**config.mk**
```make
export PLATFORM = sky130hd
export DESIGN_NAME = rtc_write_seq
export DESIGN_NICKNAME = d
export VERILOG_FILES = /design/src/rtl/rtc_bus_pkg.sv /design/src/rtl/phase_timer.sv /design/src/rtl/rtc_write_seq.sv
export SDC_FILE = /design/constraint.sdc
export NUM_CORES = 1
export LEC_CHECK = 0
export ABC_AREA = 1
export CAP_MARGIN = 20
export CORE_MARGIN = 5
export CORE_UTILIZATION = 34
export DETAILED_ROUTE_END_ITERATION = 12
export PLACE_DENSITY = 0.63
export SLEW_MARGIN = 25
export SYNTH_ARGS = -nofsm -noshare
export SYNTH_HDL_FRONTEND = slang
export SYNTH_SLANG_ARGS = --single-unit
```
**constraint.sdc**
```tcl
create_clock -name clk_i -period 1.4 [get_ports clk_i]
set_input_delay 0.35 -clock clk_i [delete_from_list [all_inputs] [get_ports clk_i]]
set_output_delay 0.35 -clock clk_i [all_outputs]
set_load 0.01 [all_outputs]
```
**src/rtl/rtc_bus_pkg.sv**
```systemverilog
// Shared definitions for the multiplexed A/D RTC bus sequencers (write and read).
// State encoding, default phase timings and bus idle levels.
package rtc_bus_pkg;

  typedef enum logic [3:0] {
    StIdle,
    StASetup,
    StAPulse,
    StAHold,
    StGap,
    StDSetup,
    StDPulse,
    StDHold,
    StDone
  } rtc_state_e;

  localparam int unsigned TSetupDef = 2;
  localparam int unsigned TPulseDef = 10;
  localparam int unsigned THoldDef  = 2;
  localparam int unsigned TGapDef   = 5;

  localparam logic CsIdle = 1'b1;
  localparam logic WrIdle = 1'b1;

  function automatic int unsigned max4(input int unsigned a, input int unsigned b,
                                       input int unsigned c, input int unsigned d);
    int unsigned m;
    m = a;
    if (b > m) m = b;
    if (c > m) m = c;
    if (d > m) m = d;
    return m;
  endfunction

  // The timer holds T-1, so clog2(T) bits suffice; never narrower than one bit.
  function automatic int unsigned timer_width(input int unsigned t_max);
    return (t_max <= 1) ? 1 : $clog2(t_max);
  endfunction

endpackage

```
**src/rtl/phase_timer.sv**
```systemverilog
// Loadable down-counter that flags when it has reached zero.
module phase_timer #(
  parameter int unsigned Width = 4
) (
  input  logic             clk_i,
  input  logic             reset_i,
  input  logic             load_i,
  input  logic [Width-1:0] load_val_i,
  output logic             zero_o
);

  logic [Width-1:0] count_q;

  always_ff @(posedge clk_i) begin
    if (reset_i) begin
      count_q <= '0;
    end else if (load_i) begin
      count_q <= load_val_i;
    end else if (count_q != '0) begin
      count_q <= count_q - Width'(1);
    end
  end

  assign zero_o = (count_q == '0);

endmodule

```
**src/rtl/rtc_write_seq.sv**
```systemverilog
// Write-cycle sequencer for the multiplexed A/D RTC bus: address phase, gap, data phase.
// Outputs are registered and decoded from the next state so they move with the state.
module rtc_write_seq
  import rtc_bus_pkg::*;
#(
  parameter int unsigned Largo  = 8,
  parameter int unsigned TSetup = TSetupDef,
  parameter int unsigned TPulse = TPulseDef,
  parameter int unsigned THold  = THoldDef,
  parameter int unsigned TGap   = TGapDef
) (
  input  logic             clk_i,
  input  logic             reset_i,
  input  logic             start_i,
  input  logic [Largo-1:0] addr_i,
  input  logic [Largo-1:0] data_i,
  output logic             wr_escritura_o,
  output logic             cs_n_o,
  output logic             ad_sel_o,
  output logic             rd_n_o,
  output logic [Largo-1:0] bus_out_o,
  output logic             bus_oe_o,
  output logic             busy_o,
  output logic             done_o
);

  localparam int unsigned TMax = max4(TSetup, TPulse, THold, TGap);
  localparam int unsigned TW   = timer_width(TMax);

  localparam logic [TW-1:0] LdSetup = TW'(TSetup - 1);
  localparam logic [TW-1:0] LdPulse = TW'(TPulse - 1);
  localparam logic [TW-1:0] LdHold  = TW'(THold - 1);
  localparam logic [TW-1:0] LdGap   = TW'(TGap - 1);

  rtc_state_e       state_q, state_d;
  logic [Largo-1:0] addr_q, addr_d;
  logic [Largo-1:0] data_q, data_d;
  logic             wr_q, cs_q, ad_sel_q, oe_q, busy_q, done_q;
  logic [Largo-1:0] bus_q;

  logic          tmr_load;
  logic [TW-1:0] tmr_val;
  logic          tmr_zero;
  logic          a_phase_d, d_phase_d, pulse_d;

  phase_timer #(
    .Width(TW)
  ) u_timer (
    .clk_i     (clk_i),
    .reset_i   (reset_i),
    .load_i    (tmr_load),
    .load_val_i(tmr_val),
    .zero_o    (tmr_zero)
  );

  always_comb begin
    state_d  = state_q;
    addr_d   = addr_q;
    data_d   = data_q;
    tmr_load = 1'b0;
    tmr_val  = '0;
    unique case (state_q)
      StIdle: begin
        if (start_i) begin
          state_d  = StASetup;
          addr_d   = addr_i;
          data_d   = data_i;
          tmr_load = 1'b1;
          tmr_val  = LdSetup;
        end
      end
      StASetup: if (tmr_zero) begin state_d = StAPulse; tmr_load = 1'b1; tmr_val = LdPulse; end
      StAPulse: if (tmr_zero) begin state_d = StAHold;  tmr_load = 1'b1; tmr_val = LdHold;  end
      StAHold:  if (tmr_zero) begin state_d = StGap;    tmr_load = 1'b1; tmr_val = LdGap;   end
      StGap:    if (tmr_zero) begin state_d = StDSetup; tmr_load = 1'b1; tmr_val = LdSetup; end
      StDSetup: if (tmr_zero) begin state_d = StDPulse; tmr_load = 1'b1; tmr_val = LdPulse; end
      StDPulse: if (tmr_zero) begin state_d = StDHold;  tmr_load = 1'b1; tmr_val = LdHold;  end
      StDHold:  if (tmr_zero) begin state_d = StDone;   tmr_load = 1'b1; end
      StDone:   state_d = StIdle;
      default:  state_d = StIdle;
    endcase
  end

  always_comb begin
    a_phase_d = state_d inside {StASetup, StAPulse, StAHold};
    d_phase_d = state_d inside {StDSetup, StDPulse, StDHold};
    pulse_d   = state_d inside {StAPulse, StDPulse};
  end

  always_ff @(posedge clk_i) begin
    if (reset_i) begin
      state_q  <= StIdle;
      addr_q   <= '0;
      data_q   <= '0;
      wr_q     <= WrIdle;
      cs_q     <= CsIdle;
      ad_sel_q <= 1'b1;
      bus_q    <= '0;
      oe_q     <= 1'b0;
      busy_q   <= 1'b0;
      done_q   <= 1'b0;
    end else begin
      state_q  <= state_d;
      addr_q   <= addr_d;
      data_q   <= data_d;
      wr_q     <= pulse_d ? ~WrIdle : WrIdle;
      cs_q     <= (a_phase_d || d_phase_d) ? ~CsIdle : CsIdle;
      ad_sel_q <= ~a_phase_d;
      bus_q    <= a_phase_d ? addr_d : (d_phase_d ? data_d : '0);
      oe_q     <= a_phase_d || d_phase_d;
      busy_q   <= (state_d != StIdle);
      done_q   <= (state_d == StDone);
    end
  end

  assign wr_escritura_o = wr_q;
  assign cs_n_o         = cs_q;
  assign ad_sel_o       = ad_sel_q;
  assign rd_n_o         = 1'b1;
  assign bus_out_o      = bus_q;
  assign bus_oe_o       = oe_q;
  assign busy_o         = busy_q;
  assign done_o         = done_q;

endmodule

```
# Word-level counts from Yosys, hierarchy flattened
# Cells that the tools add are included.
# totals
ff_bits,38
in_bits,19
out_inout_bits,15
# op_classes
addsub,1
n_bitwise,1
muxes,27
n_eq_ne,14
reduce_logical,12
# ops
operator,count
$mux 8,6
$mux 4,11
$pmux 4 s8,1
$eq 4x3->1 const B,7
$eq 4x2->1 const B,4
$pmux 4 s4,1
$eq 4x1->1 const B,2
$logic_not 4->1,2
$reduce_bool 4->1,2
$reduce_or 7->1,1
$mux 1,6
$reduce_bool 3->1,2
$eq 4x4->1 const B,1
$reduce_bool 2->1,2
$sub 4x1->4 const B,1
$mux 3,1
$reduce_or 3->1,1
$pmux 1 s2,1
$reduce_or 2->1,1
$logic_or 1x1->1,1
$not 1->1,1

# Depth between registers and ports, before layout
# depth
ltp_word,7
mapped_depth,11

# Hierarchy
# Synthesis repeated with hierarchy kept, for this count alone.
# unflattened
cells_unflattened,232
hier_area_um2,1755.4
# by_module_without_submodules
module,n_inst,area_each_um2,cells_per_inst
rtc_write_seq,1,1507.7,192
phase_timer,1,247.7,40

# Worst setup path before layout
# No wires, ideal clock.
# synth_timing
path_kind,reg-to-reg
start,reg u_timer.count_q[0]
end,"reg bus_q[4], in the netlist bus_out_o[4]"
period_less_slack_ns,1.506
path_buffers,1
path_slack_ns,-0.106
setup_ns,0.114
stages_incl_launch_ff,12
t_arrival_ns,1.392
cell_sequence,dfxtp_1 > inv_1 > ha_1 > nand2_2 > inv_4 > nand2_2 > nand3_2 > nor2_4 > nand3_4 > buf_6 > nand3_1 > nand2_1
# synth_between
elab_chain_cells,7
word_cells_on_any_way,19
# synth_rtl
item,line,text
start: declaration,phase_timer.sv:12,logic [Width-1:0] count_q;
start signal: assignment,phase_timer.sv:18,count_q <= load_val_i;
start signal: assignment,phase_timer.sv:20,count_q <= count_q - Width'(1);
$logic_not 4->1 (*),phase_timer.sv:24,assign zero_o = (count_q == '0);
$mux 4 (tied with other cells),rtc_write_seq.sv:78,StDHold: if (tmr_zero) begin state_d = StDone; tmr_load = 1'b1; end
$pmux 4 s8 (*),rtc_write_seq.sv:62,unique case (state_q)
$eq 4x3->1,rtc_write_seq.sv:86,"d_phase_d = state_d inside {StDSetup, StDPulse, StDHold};"
$reduce_bool 3->1,rtc_write_seq.sv:86,
$mux 8,rtc_write_seq.sv:109,bus_q <= a_phase_d ? addr_d : (d_phase_d ? data_d : '0);
$mux 8 (*),rtc_write_seq.sv:109,
end signal: assignment,rtc_write_seq.sv:109,
end: declaration,rtc_write_seq.sv:39,logic [Largo-1:0] bus_q;
# Every way passes the cells marked *; elsewhere a longest branch is shown, timed or not.
# A chain may end at the register's enable or synchronous reset.

# Final worst setup path
# layout_timing
start,reg u_timer.count_q[0]
end,"reg bus_q[0], in the netlist bus_out_o[0]"
# Same word-level chain as after synthesis.

==> summary.md <==
| Metric | Value |
|---|---|
| Status | `complete, but fails checks` |
| Violated checks | `negative setup slack` |
| I/O pin count | `34` |
| Commonest non-fill, non-tap cells in the layout | `nand2_1, buf_4, dfxtp_1, nor2_1, clkdlybuf4s50_1` |
| Number of buffers inserted by hold repair at cts | `0` |
| Detailed-placement wirelength estimate | `2828 µm` |
| Std-Cell Rows | `25` |
| RD Place Congestion | `0.8546` |
| Syn avg cell area | `7.632 µm²` |
| Crit-path max FO | `5` |
| Average via count per standard cell | `4.680` |
| Instance count of the mapped netlist | `210` |
| Leakage dissipation | `1.188 nW` |
| Cell area after synthesis | `0.001603 mm²` |
| Drt first-iter violations | `96` |
| Number of H-tree branching levels | `2` |
| Part of the Yosys area used for sequential elements | `0.4746` |
| Complex-gate fraction of the synthesized area | `0.09914` |
| Final Hold Fails | `0` |
| # setup viols final | `10` |
| Die ar. | `0.006187 mm²` |
| Area taken by multi-input logic gates | `845.8 µm²` |
| Total negative slack for setup checks | `-619.7 ps` |
| Unrepaired setup endpoints after global routing | `true` |
| Post-route non-filler standard cell count | `338` |
| Aggregate global-route resource usage | `0.1378` |
| Final WS setup | `-81.07 ps` |
| Remaining DRCs | `0` |
| Fin nets | `304` |
| Area of all sequential standard cells | `770.7 µm²` |
| Kind of path behind the tightest hold check | `reg -> reg` |
| Simple-Gate Fraction of Synth Area | `0.3247` |
| Via count | `1582` |
| Die width | `78.66 µm` |
| Worst setup EP type | `flop` |
| Count of filler cells inserted in the layout | `442` |
| CTS tree | `yes` |
| ANT nets after route | `0` |
| Startpoint type of the worst setup path | `flop` |
| Worst Setup Path Type | `reg -> reg` |
| Initial antenna violation count | `0` |
| Power per standard cell area | `2028 mW/mm²` |
| Warnings, synthesis | `0` |
| Largest net degree at the start of global routing | `21` |
| Fin. max-slew vios | `0` |
| Core ar. | `0.004661 mm²` |
| Initial core utilization | `0.3439` |
| Min Tclk post-route | `1481 ps` |
| Clock transition at the register clock pins on the worst setup and hold paths after CTS | `70 ps` |
| Required time at the endpoint of the critical path | `1570 ps` |
| First-pass detailed-route iteration total | `4` |
| Synthesized Nets | `230` |
| Mean routed wirelength per cell | `11.89 µm` |
| Final Power | `0.005099 W` |
| Clock Sinks | `38` |
| Clock buffer count from CTS | `5` |
| Maximum VDD drop | `0.7739 mV` |
| # diodes | `0` |
| Overflow after GRT | `0` |
| Root buffer cell | `clkbuf_8` |
| Most common cell after layout, fill and taps aside | `nand2_1` |
| Y dimension of the die | `78.66 µm` |
| Post-synthesis mux area share | `0` |
| Cell count after placement | `322` |
| Wire length of the first global-routing pass | `6837 µm` |
| Total routed wirelength | `4019 µm` |
| Count of max-cap constraint violations | `0` |
| #FFs+latches synth | `38` |
| Growth of design area from synthesis to finish | `56.83%` |
| Layout Skew | `9.244 ps` |
| Layout cells sized above 1 | `0.3275` |
| Number of different library cells in the post-synthesis netlist | `30` |
| Synthesized-area fraction occupied by adder cells | `0.007806` |
| Number of buffer cells added on primary ports | `32` |
| Worst endpoint data arrival time | `1660 ps` |
| Highest clock rate | `675.2 MHz` |
| Main combinational cell family by area after synthesis | `simple AND/OR/NAND/NOR gates` |
| Period utilisation layout | `1.058` |
| Clock latency reported for the late side of the worst-skew pair | `280 ps` |
| Via count of the first global-routing pass | `1577` |
| Synth Area in XOR/XNOR | `0.005464` |
| Buffer levels on the longest clock path | `2` |
-- logic make-up after synthesis --
group           after synthesis
buf+inv                      28
flops                        38
xor+xnor                      1
simple gates                111
fa+ha+maj                     1
compound gates               30
other cells                   1
-- timing repair --
item / CTS / global route
buffers inserted: 4 / 4
gates resized for setup: 30 / 26
endpoints found under the hold margin: 0 / 0
gates cloned: 1 / 0
pin swaps: 2 / 11
endpoints found under the setup margin: 29 / 17
-- area by class of cell --
class,instances,share of cell area
multi-input combinational,145,0.3365
sequential,38,0.3066
timing repair buffer,76,0.2693
inverter,18,0.02937
clock buffer,5,0.02738
tap,54,0.02688
clock inverter,2,0.003982
-- through the flow --
step           worst slack [ps]  instance area [µm²]  hold slack (ps)    util
2_1_floorplan             2.802                 1620            452.7       -
3_3_place_gp             -263.7                 2237            461.6  0.4800
3_5_place_dp             -277.7                 2237            468.7  0.4800
4_1_cts                  -95.17                 2392            480.6  0.5133
5_1_grt                  -166.4                 2514            494.7  0.5393
6_report                 -81.07                 2514            477.2  0.5393
-- path summary, 6_finish.rpt --
| kind | start | endpoint | slack, ps | cells after the start |
|---|---|---|---|---|
| setup / recovery | u_timer.count_q[0]$_SDFFE_PP0P_ | bus_out_o[0]$_SDFF_PP0_ | -80 | 11 |
| hold / removal | addr_q[4]$_SDFF_PP0_ | addr_q[4]$_SDFF_PP0_ | 480 | 2 |
| setup reg to reg | u_timer.count_q[0]$_SDFFE_PP0P_ | bus_out_o[0]$_SDFF_PP0_ | -80 | 11 |
| hold reg to reg | addr_q[4]$_SDFF_PP0_ | addr_q[4]$_SDFF_PP0_ | 480 | 2 |
-- report_power, final --
part	leakage, nW	switching, W	internal [W]	total (W)
clock network	0.0438	0.000355	0.000334	0.000689
registers	0.315	0.000119	0.00138	0.00150
logic	0.829	0.00146	0.00145	0.00291
-- per-layer routing --
layer / vias up / global-route usage / wire length (µm)
met5: - / 0 / 0
met4: 0 / 0.06643 / 99
met3: 9 / 0.02408 / 138
met2: 31 / 0.2309 / 1946
met1: 712 / 0.1697 / 1835
li1: 830 / - / -
-- cell usage after synthesis --
cell type | instances | share of area
nand2_1 | 47 | 0.11
dfxtp_1 | 38 | 0.47
nor2_1 | 28 | 0.066
a21oi_1 | 14 | 0.044
inv_1 | 14 | 0.033
nand3_1 | 13 | 0.041
o21ai_0 | 12 | 0.037
nand4_1 | 8 | 0.031
clkbuf_1 | 4 | 0.0094
buf_6 | 3 | 0.021
nand2_2 | 3 | 0.012
nand3_2 | 3 | 0.019
nor2_2 | 3 | 0.012
buf_2 | 2 | 0.0062
inv_2 | 2 | 0.0047
nor3_1 | 2 | 0.0062
a31oi_1 | 1 | 0.0039
and3_1 | 1 | 0.0039
buf_4 | 1 | 0.0047
clkinv_2 | 1 | 0.0031
conb_1 | 1 | 0.0023
ha_1 | 1 | 0.0078
inv_4 | 1 | 0.0039
nand2_4 | 1 | 0.0070
nand3_4 | 1 | 0.011
nor2_4 | 1 | 0.0070
o2111ai_1 | 1 | 0.0055
o21ai_1 | 1 | 0.0031
o21ai_2 | 1 | 0.0055
xnor2_1 | 1 | 0.0055
-- registers in the layout, indices dropped and copies added, names as in the netlist, 4 cells and up --
register and flops:
state_q 4, bus_out_o 8, addr_q 8, u_timer.count_q 4, data_q 8
-- worst max-delay path, cell delays in order (launching register included) --
cell and delay (ps):
dfxtp_2 340, inv_2 50, ha_4 170, nand2_4 90, inv_4 50, nand2_4 70, nand3_4 80, nor2_4 130
nand3_4 130, buf_6 150, nand4_1 60, nand2_1 50
Power figures use the tool's default switching activity.
